==> src/rtl/fpga1_flit_mailbox_if.sv <==
// Signal bundle for fpga1_flit_mailbox: Avalon-MM slave bus, interrupt and the putFlit/getFlit handshakes.
// The slave modport is the mailbox's view; master is the view of whatever drives it.
interface fpga1_flit_mailbox_if;
    logic [2:0]  address;
    logic        read;
    logic [31:0] readdata;
    logic        write;
    logic [31:0] writedata;
    logic        irq;
    logic [31:0] putFlit_put;
    logic        EN_putFlit_put;
    logic        RDY_putFlit_put;
    logic [31:0] getFlit_get;
    logic        EN_getFlit_get;
    logic        RDY_getFlit_get;

    modport slave (
        input  address, read, write, writedata,
        input  RDY_putFlit_put, getFlit_get, RDY_getFlit_get,
        output readdata, irq, putFlit_put, EN_putFlit_put, EN_getFlit_get
    );

    modport master (
        output address, read, write, writedata,
        output RDY_putFlit_put, getFlit_get, RDY_getFlit_get,
        input  readdata, irq, putFlit_put, EN_putFlit_put, EN_getFlit_get
    );
endinterface

==> src/rtl/fpga1_flit_mailbox.sv <==
// Avalon-MM mailbox between the NIOS data bus and the FPGA1 putFlit/getFlit ports (TX/RX FIFOs, status, irq).
// Define FLIT_MAILBOX_STATS_EN to build the sent/received flit counters at addresses 4 and 5.
module fpga1_flit_mailbox #(
    parameter int DEPTH = 8,
    parameter int AW    = $clog2(DEPTH)
) (
    input  logic                CLK,
    input  logic                RST_N,
    fpga1_flit_mailbox_if.slave bus
);

    typedef enum logic [2:0] {
        REG_STATUS  = 3'd0,
        REG_TX_DATA = 3'd1,
        REG_RX_DATA = 3'd2,
        REG_IRQ_EN  = 3'd3,
        REG_SENT    = 3'd4,
        REG_RECV    = 3'd5
    } reg_addr_e;

    typedef logic [AW:0]   cnt_t;
    typedef logic [AW-1:0] ptr_t;

    localparam cnt_t CNT_FULL = cnt_t'(DEPTH);
    localparam cnt_t CNT_ONE  = cnt_t'(1);
    localparam ptr_t PTR_ONE  = ptr_t'(1);

    // ------------------------------------------------------------------
    // Bus decode
    // ------------------------------------------------------------------
    logic wr_status;
    logic wr_tx;
    logic wr_irq_en;
    logic rd_rx;

    assign wr_status = bus.write && (bus.address == REG_STATUS);
    assign wr_tx     = bus.write && (bus.address == REG_TX_DATA);
    assign wr_irq_en = bus.write && (bus.address == REG_IRQ_EN);
    assign rd_rx     = bus.read  && (bus.address == REG_RX_DATA);

    // ------------------------------------------------------------------
    // TX FIFO: NIOS writes in, putFlit out
    // ------------------------------------------------------------------
    logic [31:0] tx_mem [DEPTH];
    ptr_t        tx_wr_ptr;
    ptr_t        tx_rd_ptr;
    cnt_t        tx_cnt;
    cnt_t        tx_cnt_next;
    logic        tx_empty;
    logic        tx_full;
    logic        tx_drain;
    logic        tx_push;
    logic        tx_drop_set;

    assign tx_empty    = (tx_cnt == '0);
    assign tx_full     = (tx_cnt == CNT_FULL);
    assign tx_drain    = !tx_empty && bus.RDY_putFlit_put;
    // A full FIFO still accepts a write in a cycle where it drains: the freed slot is the one written.
    assign tx_push     = wr_tx && (!tx_full || tx_drain);
    assign tx_drop_set = wr_tx && !tx_push;

    always_comb begin
        // NOTE: every always_comb output gets its default first, so no path leaves it unassigned and no latch is inferred.
        tx_cnt_next = tx_cnt;
        if (tx_push && !tx_drain) begin
            tx_cnt_next = tx_cnt + CNT_ONE;
        end else if (tx_drain && !tx_push) begin
            tx_cnt_next = tx_cnt - CNT_ONE;
        end
    end

    always_ff @(posedge CLK or negedge RST_N) begin
        if (!RST_N) begin
            // NOTE: state flops use non-blocking assignments so every flop samples pre-edge values, independent of statement order.
            tx_wr_ptr <= '0;
            tx_rd_ptr <= '0;
            tx_cnt    <= '0;
        end else begin
            if (tx_push)  tx_wr_ptr <= tx_wr_ptr + PTR_ONE;
            if (tx_drain) tx_rd_ptr <= tx_rd_ptr + PTR_ONE;
            tx_cnt <= tx_cnt_next;
        end
    end

    // NOTE: FIFO storage has no reset; the counts alone decide which entries are valid, so the array maps onto plain RAM.
    always_ff @(posedge CLK) begin
        if (tx_push) tx_mem[tx_wr_ptr] <= bus.writedata;
    end

    assign bus.putFlit_put    = tx_empty ? '0 : tx_mem[tx_rd_ptr];
    assign bus.EN_putFlit_put = tx_drain;

    // ------------------------------------------------------------------
    // RX FIFO: getFlit prefetch in, NIOS reads out
    // ------------------------------------------------------------------
    logic [31:0] rx_mem [DEPTH];
    ptr_t        rx_wr_ptr;
    ptr_t        rx_rd_ptr;
    cnt_t        rx_cnt;
    cnt_t        rx_cnt_next;
    logic        rx_empty;
    logic        rx_fill;
    logic        rx_pop;
    logic        rx_uflow_set;

    assign rx_empty     = (rx_cnt == '0);
    // Fill looks at the count before any same-cycle pop, so a full FIFO never bypasses.
    assign rx_fill      = (rx_cnt != CNT_FULL) && bus.RDY_getFlit_get;
    assign rx_pop       = rd_rx && !rx_empty;
    assign rx_uflow_set = rd_rx && rx_empty;

    always_comb begin
        rx_cnt_next = rx_cnt;
        if (rx_fill && !rx_pop) begin
            rx_cnt_next = rx_cnt + CNT_ONE;
        end else if (rx_pop && !rx_fill) begin
            rx_cnt_next = rx_cnt - CNT_ONE;
        end
    end

    always_ff @(posedge CLK or negedge RST_N) begin
        if (!RST_N) begin
            rx_wr_ptr <= '0;
            rx_rd_ptr <= '0;
            rx_cnt    <= '0;
        end else begin
            if (rx_fill) rx_wr_ptr <= rx_wr_ptr + PTR_ONE;
            if (rx_pop)  rx_rd_ptr <= rx_rd_ptr + PTR_ONE;
            rx_cnt <= rx_cnt_next;
        end
    end

    always_ff @(posedge CLK) begin
        if (rx_fill) rx_mem[rx_wr_ptr] <= bus.getFlit_get;
    end

    assign bus.EN_getFlit_get = rx_fill;

    // ------------------------------------------------------------------
    // Sticky errors, interrupt enable and the registered interrupt
    // ------------------------------------------------------------------
    logic       tx_drop;
    logic       rx_underflow;
    logic [1:0] irq_en;
    logic [1:0] irq_en_next;
    logic       irq_q;

    assign irq_en_next = wr_irq_en ? bus.writedata[1:0] : irq_en;

    always_ff @(posedge CLK or negedge RST_N) begin
        if (!RST_N) begin
            tx_drop      <= 1'b0;
            rx_underflow <= 1'b0;
            irq_en       <= 2'b00;
            irq_q        <= 1'b0;
        end else begin
            // A new error event in the same cycle as its write-1-to-clear keeps the bit set.
            tx_drop      <= tx_drop_set  || (tx_drop      && !(wr_status && bus.writedata[2]));
            rx_underflow <= rx_uflow_set || (rx_underflow && !(wr_status && bus.writedata[3]));
            irq_en       <= irq_en_next;
            irq_q        <= (irq_en_next[0] && (rx_cnt_next != '0)) ||
                            (irq_en_next[1] && (tx_cnt_next == '0));
        end
    end

    assign bus.irq = irq_q;

    // ------------------------------------------------------------------
    // Optional flit counters
    // ------------------------------------------------------------------
`ifdef FLIT_MAILBOX_STATS_EN
    logic [31:0] sent_cnt;
    logic [31:0] recv_cnt;
    logic        stats_clr;

    assign stats_clr = bus.write && (bus.address == REG_SENT);

    always_ff @(posedge CLK or negedge RST_N) begin
        if (!RST_N) begin
            sent_cnt <= '0;
            recv_cnt <= '0;
        end else if (stats_clr) begin
            sent_cnt <= '0;
            recv_cnt <= '0;
        end else begin
            if (tx_drain) sent_cnt <= sent_cnt + 32'd1;
            if (rx_fill)  recv_cnt <= recv_cnt + 32'd1;
        end
    end
`endif

    // ------------------------------------------------------------------
    // Read mux: combinational from address, independent of the read strobe
    // ------------------------------------------------------------------
    logic [31:0] rdata;

    always_comb begin
        rdata = '0;
        case (bus.address)
            REG_STATUS: begin
                rdata = {8'h00, 8'(tx_cnt), 8'(rx_cnt),
                         4'h0, rx_underflow, tx_drop, !tx_full, !rx_empty};
            end
            REG_RX_DATA: begin
                if (!rx_empty) rdata = rx_mem[rx_rd_ptr];
            end
            REG_IRQ_EN: begin
                rdata = {30'h0, irq_en};
            end
`ifdef FLIT_MAILBOX_STATS_EN
            REG_SENT: rdata = sent_cnt;
            REG_RECV: rdata = recv_cnt;
`endif
            default: rdata = '0;
        endcase
    end

    assign bus.readdata = rdata;

    // Data bits with no register behind them.
    logic unused_writedata;
    assign unused_writedata = ^bus.writedata[31:4];

endmodule

==> src/flat_wrapper.sv <==
// flat-port wrapper written by rule: the top's interface ports become plain ports
module fpga1_flit_mailbox_flat 
#(
    parameter int DEPTH = 8,
    parameter int AW    = $clog2(DEPTH)
)
  (CLK, RST_N, bus_address, bus_read, bus_write, bus_writedata, bus_RDY_putFlit_put, bus_getFlit_get, bus_RDY_getFlit_get, bus_readdata, bus_irq, bus_putFlit_put, bus_EN_putFlit_put, bus_EN_getFlit_get);
  fpga1_flit_mailbox_if bus_i ();
  input  logic CLK;
  input  logic RST_N;
  input wire logic [$bits(bus_i.address)-1:0] bus_address;
  input wire logic [$bits(bus_i.read)-1:0] bus_read;
  input wire logic [$bits(bus_i.write)-1:0] bus_write;
  input wire logic [$bits(bus_i.writedata)-1:0] bus_writedata;
  input wire logic [$bits(bus_i.RDY_putFlit_put)-1:0] bus_RDY_putFlit_put;
  input wire logic [$bits(bus_i.getFlit_get)-1:0] bus_getFlit_get;
  input wire logic [$bits(bus_i.RDY_getFlit_get)-1:0] bus_RDY_getFlit_get;
  output wire logic [$bits(bus_i.readdata)-1:0] bus_readdata;
  output wire logic [$bits(bus_i.irq)-1:0] bus_irq;
  output wire logic [$bits(bus_i.putFlit_put)-1:0] bus_putFlit_put;
  output wire logic [$bits(bus_i.EN_putFlit_put)-1:0] bus_EN_putFlit_put;
  output wire logic [$bits(bus_i.EN_getFlit_get)-1:0] bus_EN_getFlit_get;
  assign bus_i.address = bus_address;
  assign bus_i.read = bus_read;
  assign bus_i.write = bus_write;
  assign bus_i.writedata = bus_writedata;
  assign bus_i.RDY_putFlit_put = bus_RDY_putFlit_put;
  assign bus_i.getFlit_get = bus_getFlit_get;
  assign bus_i.RDY_getFlit_get = bus_RDY_getFlit_get;
  assign bus_readdata = bus_i.readdata;
  assign bus_irq = bus_i.irq;
  assign bus_putFlit_put = bus_i.putFlit_put;
  assign bus_EN_putFlit_put = bus_i.EN_putFlit_put;
  assign bus_EN_getFlit_get = bus_i.EN_getFlit_get;
  fpga1_flit_mailbox #(.DEPTH(DEPTH), .AW(AW)) u_core (.CLK(CLK), .RST_N(RST_N), .bus(bus_i));
endmodule
==> config.mk <==
export PLATFORM = sky130hd
export DESIGN_NAME = fpga1_flit_mailbox_flat
export DESIGN_NICKNAME = d
export VERILOG_FILES = /design/src/rtl/fpga1_flit_mailbox_if.sv /design/src/rtl/fpga1_flit_mailbox.sv /design/src/flat_wrapper.sv
export SDC_FILE = /design/constraint.sdc
export NUM_CORES = 1
export LEC_CHECK = 0
export CAP_MARGIN = 20
export CORE_UTILIZATION = 59
export CTS_CLUSTER_SIZE = 16
export DETAILED_ROUTE_END_ITERATION = 12
export PLACE_DENSITY = 0.8
export SKIP_CTS_REPAIR_TIMING = 1
export SYNTH_ARGS = -nofsm -noshare
export SYNTH_HDL_FRONTEND = slang
export SYNTH_SLANG_ARGS = --single-unit
==> constraint.sdc <==
create_clock -name CLK -period 5.8 [get_ports CLK]
set_input_delay 0.58 -clock CLK [delete_from_list [all_inputs] [get_ports CLK]]
set_output_delay 0.58 -clock CLK [all_outputs]
set_load 0.1 [all_outputs]
==> impl_metrics.py <==
metrics = {
    "power": {
        "switchingPower_mw": 4.747,
        "combPwrFrac_pct": 35.3,
        "seq_power_share_pct": 39.5,
        "total_power_mw": 12.92,
        "vdd_drop_max_uv": 626.6,
        "p_per_area_nw_per_um2": 522.8,
        "power.leakage_nw": 8.002,
        "p_clk_share_pct": 25.2,
        "p_sw_share_pct": 36.73,
        "p_int_mw": 8.176,
    },
    "die": {
        "die_w_um": 190.5,
        "floorplan.core_area_um2": 34710,
        "num_rows": 68,
        "floorplan.initialDensity_pct": 60.36,
        "ios": 140,
        "die-height_um": 190.5,
        "die-area_um2": 36270,
    },
    "synthesis": {
        "synth_flop_cell": "edfxtp_1",
        "ys_ff_latch": 537,
        "synth_fp_nets": 1064,
        "yosysSeqAreaShare_pct": 76.36,
        "synth_edf_count": 512,
        "ys.warnings.count": 0,
        "async_flop_share_pct": 4.655,
        "netlist_instances": 983,
        "syn_avg_cell_area_um2": 21.31,
        "synthesis.area_um2": 20950,
        "yosysUniqueCellTypes": 54,
    },
    "setup_path": {
        "crit_arrival_ns": 3.93,
        "endpoint_kind": "primary output",
        "cp.required_ns": 5.22,
        "path_class": "reg2out",
        "crit_fanout": 41,
        "startpoint_type": "flop",
    },
    "cts": {
        "cts_buffers": 51,
        "cts-root-buf": "clkbuf_16",
        "cts_sinks": 537,
        "clock_latency_ns": 0.57,
        "clk_pin_slew_ns": 0.06,
        "clockBufferDepth": 3,
        "cts_tree": "done",
        "cts_max_level": 2,
    },
    "timing": {
        "slew_viol_final": 0,
        "max_slew_margin_pct": 27.21,
        "rsz0062_at_grt": "no",
        "setup_viol_count_final": 0,
        "max_freq_mhz": 221.9,
        "min_period_ns": 4.506,
        "timing.final.crit_share_pct": 77.69,
        "fin_tns_setup_ns": 0,
        "tightest_slew_ns": 1.088,
        "hold_viol": 0,
        "finClkSkew_ns": 0.02618,
        "hold_ws_ns": 0.3897,
    },
    "final_layout": {
        "layout-drive-gt1-share_pct": 22.41,
        "nNetsFinal": 1240,
        "syn2layout_area_growth_pct": 17.97,
        "postLayoutCellArea_um2": 24720,
        "fin_cells": 1651,
        "diodes": 0,
        "layout_commonest_cell": "edfxtp_1",
        "layout_common_cells": "edfxtp_1, clkdlybuf4s50_1, mux4_2, mux2i_1, nor2_1",
    },
    "global_routing": {
        "grt-ovfl-total": 0,
        "antenna_found_initial": 2,
        "track_usage_pct": 23.27,
        "grt_pass1_wl_um": 61810,
        "grt_pass1_vias": 10450,
        "grt_max_degree": 42,
    },
    "drt": {
        "via_per_inst": 6.120,
        "routed_wl_um": 41070,
        "wl_per_cell_um": 24.88,
        "drtAntennaViolNets": 0,
        "drt-initial-drc-count": 713,
        "vias": 10100,
        "first_pass_iters": 5,
        "drcViolationCount": 0,
    },
    "place": {
        "dp.cells": 1559,
        "finalWeightedCongestion": 0.7865,
        "io_buffers": 139,
        "dp_hpwl_um": 23250,
        "dpl_cell_area_um2": 23050,
    },
    "run_status": {
        "outcome": "finished, final reports clean",
    },
    "hold_path": {
        "hold_path_class": "in2async",
    },
    "run": {
        "drv_cap": 0,
    },
}
kinds of logic after synthesis:
family                   synth area share [%]
buffers and inverters                   1.081
multiplexers                            16.97
flip-flops                              76.36
AND/OR/NAND/NOR                         3.225
AO/OA/AOI/OAI                           1.326
XOR/XNOR                               0.5016
adder cells (fa/ha/maj)                0.5315
routing by layer:
layer  routed length [µm]  share of wire (%)  track usage, %
met4                  979                2.4           6.954
met3                 2875                7.0           4.472
met1                15810                 38           30.31
met5                   27              0.066               0
met2                21380                 52           40.10
path summary, 6_finish.rpt:
path / endpoint / cells after the start / slack, ns / start
min in group CLK: u_core.rx_underflow$_DFF_PN0_ / 1 / 0.52 / u_core.rx_underflow$_DFF_PN0_
min reg2reg: u_core.rx_underflow$_DFF_PN0_ / 1 / 0.52 / u_core.rx_underflow$_DFF_PN0_
max reg2reg: u_core.tx_mem[2][1]$_DFFE_PP_ / 6 / 2.80 / u_core.tx_cnt[0]$_DFF_PN0_
min: u_core.rx_cnt[1]$_DFF_PN0_ / 2 / 0.39 / RST_N
max in group asynchronous: u_core.tx_rd_ptr[0]$_DFFE_PN0P_ / 2 / 5.12 / RST_N
max: bus_readdata[3] / 5 / 1.29 / u_core.rx_rd_ptr[0]$_DFFE_PN0P_
synthesized netlist by cell type, types with 8 or more instances:
cell | instances | area share [%]
o21ai_0 | 16 | 0.38
ha_1 | 8 | 0.48
mux4_2 | 128 | 14
nand2_1 | 31 | 0.56
mux2i_1 | 65 | 3.1
edfxtp_1 | 512 | 73
xnor2_1 | 11 | 0.46
nor3_1 | 8 | 0.19
nor2_1 | 63 | 1.1
dfrtp_1 | 25 | 3.0
buf_2 | 16 | 0.38
buf_1 | 8 | 0.14
clkbuf_1 | 22 | 0.39
sequential cells by signal (all words and copies together), names as in the netlist:
signal	flops
u_core.tx_drop	1
u_core.rx_underflow	1
u_core.tx_wr_ptr	3
u_core.rx_wr_ptr	3
u_core.rx_mem	256
u_core.rx_cnt	4
u_core.irq_en	2
u_core.tx_rd_ptr	3
u_core.tx_mem	256
u_core.tx_cnt	4
u_core.rx_rd_ptr	3
u_core.bus.irq	1
layout make-up:
type / instances / area (µm²)
clock buffer: 64 / 1346
sequential: 537 / 16010
tap: 455 / 569.3
inverter: 9 / 33.78
fill: 2059 / 9996
timing repair buffer: 169 / 1637
clock inverter: 26 / 289.0
multi-input combinational: 391 / 4830
critical path, stage by stage (launching register included):
cell and delay, ns:
dfrtp_4 0.94, buf_4 0.46, mux4_2 0.55, mux2i_1 0.27, o21ai_0 0.12, clkdlybuf4s50_1 0.99
power groups by stage:
stage,Clock (mW),Combinational (mW),Sequential [mW]
finish,3.26,4.56,5.11
global route,3.45,4.76,5.17
CTS,3.32,4.59,5.12
detailed placement,0,4.56,5.20
global placement,0,4.52,5.17
floorplan,0,3.69,4.85
metrics by stage:
step                util [%]  setup slack (ns)
floorplan                  -             1.221
global placement       66.39             1.508
detailed placement     66.39             1.390
CTS                    71.10             1.068
global route           71.20             1.033
finish                 71.20             1.294
Note: power is estimated with default switching activity, not from simulation.
